==> src/rtl/fp_pkg.sv <==
// Shared definitions for the multiplier front-end:
// result class codes, bias and format widths.
package fp_pkg;

    localparam logic [1:0] CLASS_NORMAL = 2'd0;
    localparam logic [1:0] CLASS_ZERO   = 2'd1;
    localparam logic [1:0] CLASS_INF    = 2'd2;
    localparam logic [1:0] CLASS_NAN    = 2'd3;

    function automatic int fp_width(bit is_double);
        return is_double ? 64 : 32;
    endfunction

    function automatic int fp_exp_w(bit is_double);
        return is_double ? 11 : 8;
    endfunction

    function automatic int fp_mant_w(bit is_double);
        return is_double ? 52 : 23;
    endfunction

    function automatic int fp_bias(int exp_w);
        return (1 << (exp_w - 1)) - 1;
    endfunction

endpackage

==> src/rtl/fp_classifier.sv <==
// Combinational classification of one IEEE-754 operand:
// kind flags, effective exponent and mantissa with hidden bit.
module fp_classifier
    import fp_pkg::*;
#(
    parameter int EXPONENT_W = 8,
    parameter int MANTISSA_W = 23
) (
    input  logic [EXPONENT_W+MANTISSA_W:0] op_i,
    output logic                           sign_o,
    output logic                           nan_o,
    output logic                           snan_o,
    output logic                           inf_o,
    output logic                           zero_o,
    output logic                           denorm_o,
    output logic                           norm_o,
    output logic [EXPONENT_W-1:0]          eff_exp_o,
    output logic [MANTISSA_W:0]            mant_o
);

    logic [EXPONENT_W-1:0] exp_f;
    logic [MANTISSA_W-1:0] frac_f;
    logic                  exp_full;
    logic                  exp_empty;
    logic                  frac_nz;

    assign sign_o = op_i[EXPONENT_W+MANTISSA_W];
    assign exp_f  = op_i[EXPONENT_W+MANTISSA_W-1:MANTISSA_W];
    assign frac_f = op_i[MANTISSA_W-1:0];

    // Field summaries and the derived operand kind
    always_comb begin
        exp_full  = &exp_f;
        exp_empty = ~|exp_f;
        frac_nz   = |frac_f;
        nan_o     = exp_full & frac_nz;
        snan_o    = exp_full & frac_nz & ~frac_f[MANTISSA_W-1];
        inf_o     = exp_full & ~frac_nz;
        zero_o    = exp_empty & ~frac_nz;
        denorm_o  = exp_empty & frac_nz;
        norm_o    = ~exp_full & ~exp_empty;
        // Denormals and zero behave as exponent 1 with no hidden bit
        eff_exp_o = exp_empty ? EXPONENT_W'(1) : exp_f;
        mant_o    = {~exp_empty, frac_f};
    end

endmodule

==> src/rtl/fp_mul_prep.sv <==
// Two-stage back-pressured multiplier front-end: classify both
// operands, then form sign, exponent sum, mantissas and class.
module fp_mul_prep
    import fp_pkg::*;
#(
    parameter bit IS_DOUBLE  = 1'b0,
    parameter int WIDTH      = fp_width(IS_DOUBLE),
    parameter int EXPONENT_W = fp_exp_w(IS_DOUBLE),
    parameter int MANTISSA_W = fp_mant_w(IS_DOUBLE)
) (
    input  logic                         clk,
    input  logic                         rst,
    input  logic                         in_valid,
    output logic                         in_ready,
    input  logic [WIDTH-1:0]             op1,
    input  logic [WIDTH-1:0]             op2,
    output logic                         out_valid,
    input  logic                         out_ready,
    output logic                         out_sign,
    output logic signed [EXPONENT_W+1:0] out_exp,
    output logic [MANTISSA_W:0]          out_mant1,
    output logic [MANTISSA_W:0]          out_mant2,
    output logic [1:0]                   out_class,
    output logic                         out_invalid
);

    localparam int XW   = EXPONENT_W + 2;
    localparam int BIAS = fp_bias(EXPONENT_W);

    typedef struct packed {
        logic                  sign;
        logic [EXPONENT_W-1:0] e1;
        logic [EXPONENT_W-1:0] e2;
        logic [MANTISSA_W:0]   m1;
        logic [MANTISSA_W:0]   m2;
        logic                  nan1;
        logic                  nan2;
        logic                  snan1;
        logic                  snan2;
        logic                  inf1;
        logic                  inf2;
        logic                  zero1;
        logic                  zero2;
        logic                  fin1;
        logic                  fin2;
    } s1_t;

    typedef struct packed {
        logic                sign;
        logic [XW-1:0]       exp;
        logic [MANTISSA_W:0] m1;
        logic [MANTISSA_W:0] m2;
        logic [1:0]          cls;
        logic                inv;
    } s2_t;

    s1_t  s1_d, s1_q;
    s2_t  s2_d, s2_q;
    logic v1_d, v1_q;
    logic v2_d, v2_q;
    logic en1, en2;

    logic                  sg1, sg2;
    logic                  nan1, nan2, snan1, snan2;
    logic                  inf1, inf2, zero1, zero2;
    logic                  den1, den2, norm1, norm2;
    logic [EXPONENT_W-1:0] ee1, ee2;
    logic [MANTISSA_W:0]   mt1, mt2;

    fp_classifier #(
        .EXPONENT_W(EXPONENT_W),
        .MANTISSA_W(MANTISSA_W)
    ) u_cls1 (
        .op_i     (op1),
        .sign_o   (sg1),
        .nan_o    (nan1),
        .snan_o   (snan1),
        .inf_o    (inf1),
        .zero_o   (zero1),
        .denorm_o (den1),
        .norm_o   (norm1),
        .eff_exp_o(ee1),
        .mant_o   (mt1)
    );

    fp_classifier #(
        .EXPONENT_W(EXPONENT_W),
        .MANTISSA_W(MANTISSA_W)
    ) u_cls2 (
        .op_i     (op2),
        .sign_o   (sg2),
        .nan_o    (nan2),
        .snan_o   (snan2),
        .inf_o    (inf2),
        .zero_o   (zero2),
        .denorm_o (den2),
        .norm_o   (norm2),
        .eff_exp_o(ee2),
        .mant_o   (mt2)
    );

    // Each stage loads when empty or when the stage after it drains
    always_comb begin
        en2      = !v2_q | out_ready;
        en1      = !v1_q | en2;
        in_ready = en1;
        v1_d     = en1 ? in_valid : v1_q;
        v2_d     = en2 ? v1_q : v2_q;
    end

    // Stage-1 payload: classified operand pair
    always_comb begin
        s1_d       = '0;
        s1_d.sign  = sg1 ^ sg2;
        s1_d.e1    = ee1;
        s1_d.e2    = ee2;
        s1_d.m1    = mt1;
        s1_d.m2    = mt2;
        s1_d.nan1  = nan1;
        s1_d.nan2  = nan2;
        s1_d.snan1 = snan1;
        s1_d.snan2 = snan2;
        s1_d.inf1  = inf1;
        s1_d.inf2  = inf2;
        s1_d.zero1 = zero1;
        s1_d.zero2 = zero2;
        s1_d.fin1  = norm1 | den1;
        s1_d.fin2  = norm2 | den2;
    end

    // Stage-2 payload: exponent sum, result class and invalid flag
    always_comb begin
        s2_d      = '0;
        s2_d.sign = s1_q.sign;
        s2_d.exp  = XW'(s1_q.e1) + XW'(s1_q.e2) - XW'(BIAS);
        s2_d.m1   = s1_q.m1;
        s2_d.m2   = s1_q.m2;
        s2_d.inv  = (s1_q.inf1 & s1_q.zero2) | (s1_q.zero1 & s1_q.inf2)
                  | s1_q.snan1 | s1_q.snan2;
        if (s1_q.nan1 | s1_q.nan2)
            s2_d.cls = CLASS_NAN;
        else if ((s1_q.inf1 & s1_q.zero2) | (s1_q.zero1 & s1_q.inf2))
            s2_d.cls = CLASS_NAN;
        else if (s1_q.inf1 | s1_q.inf2)
            s2_d.cls = CLASS_INF;
        else if (s1_q.fin1 & s1_q.fin2)
            s2_d.cls = CLASS_NORMAL;
        else
            s2_d.cls = CLASS_ZERO;
    end

    // Pipeline registers; data only moves on an actual transfer
    always_ff @(posedge clk) begin
        if (rst) begin
            v1_q <= 1'b0;
            v2_q <= 1'b0;
            s1_q <= '0;
            s2_q <= '0;
        end else begin
            v1_q <= v1_d;
            v2_q <= v2_d;
            if (en1 & in_valid) s1_q <= s1_d;
            if (en2 & v1_q)     s2_q <= s2_d;
        end
    end

    assign out_valid   = v2_q;
    assign out_sign    = s2_q.sign;
    assign out_exp     = s2_q.exp;
    assign out_mant1   = s2_q.m1;
    assign out_mant2   = s2_q.m2;
    assign out_class   = s2_q.cls;
    assign out_invalid = s2_q.inv;

endmodule

==> config.mk <==
export PLATFORM = sky130hd
export DESIGN_NAME = fp_mul_prep
export DESIGN_NICKNAME = d
export VERILOG_FILES = /design/src/rtl/fp_pkg.sv /design/src/rtl/fp_classifier.sv /design/src/rtl/fp_mul_prep.sv
export SDC_FILE = /design/constraint.sdc
export NUM_CORES = 1
export LEC_CHECK = 0
export CELL_PAD_IN_SITES_DETAIL_PLACEMENT = 1
export CELL_PAD_IN_SITES_GLOBAL_PLACEMENT = 1
export CORE_MARGIN = 5
export CORE_UTILIZATION = 36
export DETAILED_ROUTE_END_ITERATION = 10
export GPL_ROUTABILITY_DRIVEN = 0
export PLACE_DENSITY = 0.76
export SYNTH_ARGS = -nofsm -noshare
export SYNTH_HDL_FRONTEND = slang
export SYNTH_SLANG_ARGS = --single-unit
==> constraint.sdc <==
create_clock -name clk -period 3.1 [get_ports clk]
set_input_delay 0.62 -clock clk [delete_from_list [all_inputs] [get_ports clk]]
set_output_delay 0.62 -clock clk [all_outputs]
set_load 0.03 [all_outputs]
Word-level counts from Yosys, hierarchy flattened
Cells that the tools add are included.
Widths: inputs -> output; s select.
{"block": "totals", "wordCells": 74, "regBits": 139, "input_bits": 68, "out_inout_bits": 64}
{"block": "classes", "n_bitwise": 33, "reduce_logical": 10, "addsub": 2, "n_mux": 6}
{"operator": "$reduce_or 23->1", "count": 2}
{"operator": "$and 1x1->1", "count": 17}
{"operator": "$mux 8", "count": 2}
{"operator": "$reduce_and 8->1", "count": 2}
{"operator": "$reduce_or 8->1", "count": 2}
{"operator": "$sub 9x7->10 const B", "count": 1}
{"operator": "$add 8x8->9", "count": 1}
{"operator": "$or 1x1->1", "count": 9}
{"operator": "$mux 2", "count": 3}
{"operator": "$not 1->1", "count": 6}
{"operator": "$logic_not 1->1", "count": 4}
{"operator": "$mux 1", "count": 1}
{"operator": "$xor 1x1->1", "count": 1}

Longest topological paths before layout
{"block": "depth", "ltp_word": 5, "mapped_depth": 9, "ltp_nobuf": 9}

Modules after synthesis
From an unflattened synthesis, not the netlist that was laid out.
{"block": "unflattened", "hier_cells": 761, "area_unflattened_um2": 6082.1}
{"mod": "fp_mul_prep", "seq_area_each_um2": 2782.7, "cells_each": 653, "n_inst": 1, "area_per_inst_um2": 5306.3}
{"mod": "fp_classifier", "seq_area_each_um2": 0.0, "cells_each": 54, "n_inst": 2, "area_per_inst_um2": 387.9}

Worst setup path before layout
OpenSTA, ideal clock, no wires.
{"block": "synth_path", "path_type": "register to register", "from": "register s1_q[59] (netlist bit)", "to": "register s2_q (netlist bit out_exp[7])", "path_slack_ns": 0.833, "n_path_buf": 0, "arrival_time_ns": 2.145, "required_time_ns": 2.978, "stages_incl_launch_ff": 8, "cell_sequence": "dfxtp_1 > ha_1 > ha_1 > fa_1 > a211o_1 > a211oi_2 > nor4b_1 > a311o_1"}
{"block": "synth_between", "elab_chain_cells": 2}
{"item": "from (decl)", "line": "fp_mul_prep.sv:57", "source": "s1_t s1_d, s1_q;"}
{"item": "from (signal assigned)", "line": "fp_mul_prep.sv:157", "source": "s1_q <= '0;"}
{"item": "from (signal assigned)", "line": "fp_mul_prep.sv:162", "source": "if (en1 & in_valid) s1_q <= s1_d;"}
{"item": "$add 8x8->9", "line": "fp_mul_prep.sv:135", "source": "s2_d.exp = XW'(s1_q.e1) + XW'(s1_q.e2) - XW'(BIAS);"}
{"item": "$sub 9x7->10", "line": "fp_mul_prep.sv:135"}
{"item": "to (signal assigned)", "line": "fp_mul_prep.sv:158", "source": "s2_q <= '0;"}
{"item": "to (signal assigned)", "line": "fp_mul_prep.sv:163", "source": "if (en2 & v1_q) s2_q <= s2_d;"}
{"item": "to (decl)", "line": "fp_mul_prep.sv:58", "source": "s2_t s2_d, s2_q;"}
Every way passes these cells.
A chain may end at the register's enable or synchronous reset.

Worst setup path in the final report
Same ends and word-level chain as after synthesis.

==> impl_metrics.toml <==
[run_status]
outcome = "completed"

[synth]
yosysTopAreaCellShare_pct = 50.7
ys_warn_count = 0
yosysTopAreaCell = "dfxtp_1"
synth_area_leaders = "dfxtp_1 (51%), nand2_1 (17%), a21oi_1 (11%)"
ys_ff_latch = 139
synth_nets = 762
synth_area_per_cell_um2 = 8.10
synthesis.area_mm2 = 0.00549
ys_seq_area_share_pct = 50.7
syn_inst = 678
synth.distinct_cells = 43

[worst_setup_path]
cpLargestDelayFamily = "compound AO/OA/AOI/OAI gates"
cp-start-kind = "register"
reg2regPathDepth = 7
crit_buf_inv = 0
cp_data_arrival_time_ns = 2.88
path_common_cell = "ha_1"
setup.worst_path.class = "register to register"
slowest_stage = "fa_1"
slowest_delay_ns = 0.45
worstPathRequired_ns = 3.40
r2r_slack_ns = 0.52
cp.depth = 7
worstPathMaxFanout = 3
endpoint_kind = "register"
crit_chain = "ha_1 -> ha_1 -> fa_1 -> a211o_1 -> a211oi_2 -> nor4b_1 -> a311o_1"

[detailed_routing]
wirelength_um = 17200
vias = 5249
drt-pass1-iter-count = 4
ant_nets = 0
drc_errors = 0
wl_per_cell_um = 17.2
initialDrtViolationCount = 231
via_per_inst = 5.25

[layout]
syn2layout_area_growth_pct = 40.8
n_antenna_cell = 0
layout-drive-gt1-share_pct = 7.88
fin_nets = 883

[timing]
period_needed_ns = 2.58
skew_ns = 0.00690
drv_slew = 0
fin_tns_setup_ns = 0
tightest_slew_ns = 0.588
period_share_pct = 83.3
max_freq_mhz = 387
hold_ws_ns = 0.453
hold_viol_final = 0
rsz0062_at_grt = "no"
setup_viol = 0
worst_slack_ns = 0.518
relSlewSlack_pct = 60.7

[power]
p_per_area_mw_per_mm2 = 631
peakVddDrop_v = 0.000400
total_power_uw = 4880
leakage_uw = 0.00282

[die]
coreArea_mm2 = 0.0151
die_h_um = 134
fp-row-count = 45
pin_count = 132
fp.dieW_um = 134
start_util_pct = 36.4
dieArea_mm2 = 0.0178

[min_path]
min_path_type = "register to register"
holdPathStages = 2

[clocking]
clock-root-buffer = "clkbuf_16"
cts_tree = "built"
cts_setup_buffers = 0
clkTransAtPathRegs_ns = 0.06
htree_num_levels = 4
clk_latency_ns = 0.42
clock_sinks = 139
cts_buffers = 17
post_cts_resized = 0
hold_buffers = 0
cts.path.max_buffers = 2

[grt]
grt_pass1_wl_um = 27800
gr-usage-all-layers_pct = 19.4
grt_start_max_net_pins = 51
antenna_found_initial = 0
grt_overflow_total = 0
grt_pass1_vias = 5586

[place]
io_buffers = 131
dp_slack_ns = 0.519
hpwl_um = 12400

[run]
maxCapViolCount = 0
## registers in the layout, indices dropped and copies added, names as in the netlist
name,cells
out_mant2,24
out_class,2
s1_q,75
out_valid,1
v1_q,1
out_mant1,24
out_sign,1
out_invalid,1
out_exp,10
## Yosys cell counts (all sizes together)
master	instances
o2111a	1
o41ai	4
ha	15
xnor2	2
clkbuf	28
a211o	4
nand3b	2
nor4b	1
nand3	5
nor2b	2
nor2	13
nor3	7
nand4b	1
a21oi	125
o2111ai	2
o21bai	1
fa	1
nand2	243
nand2b	1
or3	3
a221oi	3
nor3b	2
a2111o	1
dfxtp	139
o211ai	4
or4b	2
a311o	1
o221a	2
a21o	2
a211oi	9
inv	10
nand4	8
o21a	1
o21ai	2
nor4	14
buf	17
## per-layer routing
layer / track usage [%] / wire length, um / vias to the layer above
met5: 0 / 0 / -
met4: 7.43 / 242 / 0
met3: 4.15 / 601 / 18
met1: 23.4 / 7740 / 2562
li1: - / - / 2555
met2: 33.7 / 8590 / 114
## power by group
part | leakage, uW | total [uW] | internal (uW) | switching (uW)
clock network | 0.000340 | 2460 | 1670 | 786
logic | 0.00134 | 511 | 218 | 293
registers | 0.00114 | 1910 | 1870 | 43.8
total | 0.00282 | 4880 | 3760 | 1120
## tightest hold or removal path: stages (launching register included)
cell,delay [ns]
dfxtp_1,0.31
nand2_1,0.05
a21oi_1,0.05
## placed cells by master, fill, tap and decap left out, types with 5 or more instances in the layout
master / instances
clkbuf_16: 17
nand4_1: 8
a211oi_1: 8
nor2_1: 11
nor4_1: 8
nand2_1: 242
inv_1: 10
clkdlybuf4s50_1: 130
nor3_1: 7
buf_4: 15
nand3_1: 5
nor4_2: 6
ha_1: 15
bufinv_16: 8
dfxtp_1: 139
a21oi_1: 124
## cells by family (layout without fill, tap and decap cells)
kind of cell,count (synthesis),in the layout,synth area share (%)
adders and majority gates,16,16,3.78
and+or+nand+nor,304,304,23.8
xor gates and xnor gates,2,2,0.319
AOI/OAI and AO/OA,162,162,17.4
DFF,139,139,50.7
buffers and inverters,55,189,4.10
## stage by stage
step,util [%],cell area [um2],std cells
3_3_place_gp,46.5,7010,968
3_5_place_dp,46.5,7010,968
4_1_cts,51.3,7730,1000
5_1_grt,51.3,7730,1000
6_report,51.3,7730,1000
2_1_floorplan,-,5490,678
## final timing paths
path | from | to
min | s1_q[47] | out_mant1[13]
max | s1_q[59] | out_exp[7]
min reg2reg | s1_q[47] | out_mant1[13]
max reg2reg | s1_q[59] | out_exp[7]
## cell type report
cell class / instances / area (um2)
fill: 1778 / 7360
sequential: 139 / 2780
multi-input combinational: 484 / 2500
timing repair buffer: 147 / 1450
clock buffer: 17 / 425
clock inverter: 15 / 294
tap: 188 / 235
inverter: 10 / 37.5
No activity file was read; power rests on OpenSTA's default activity.
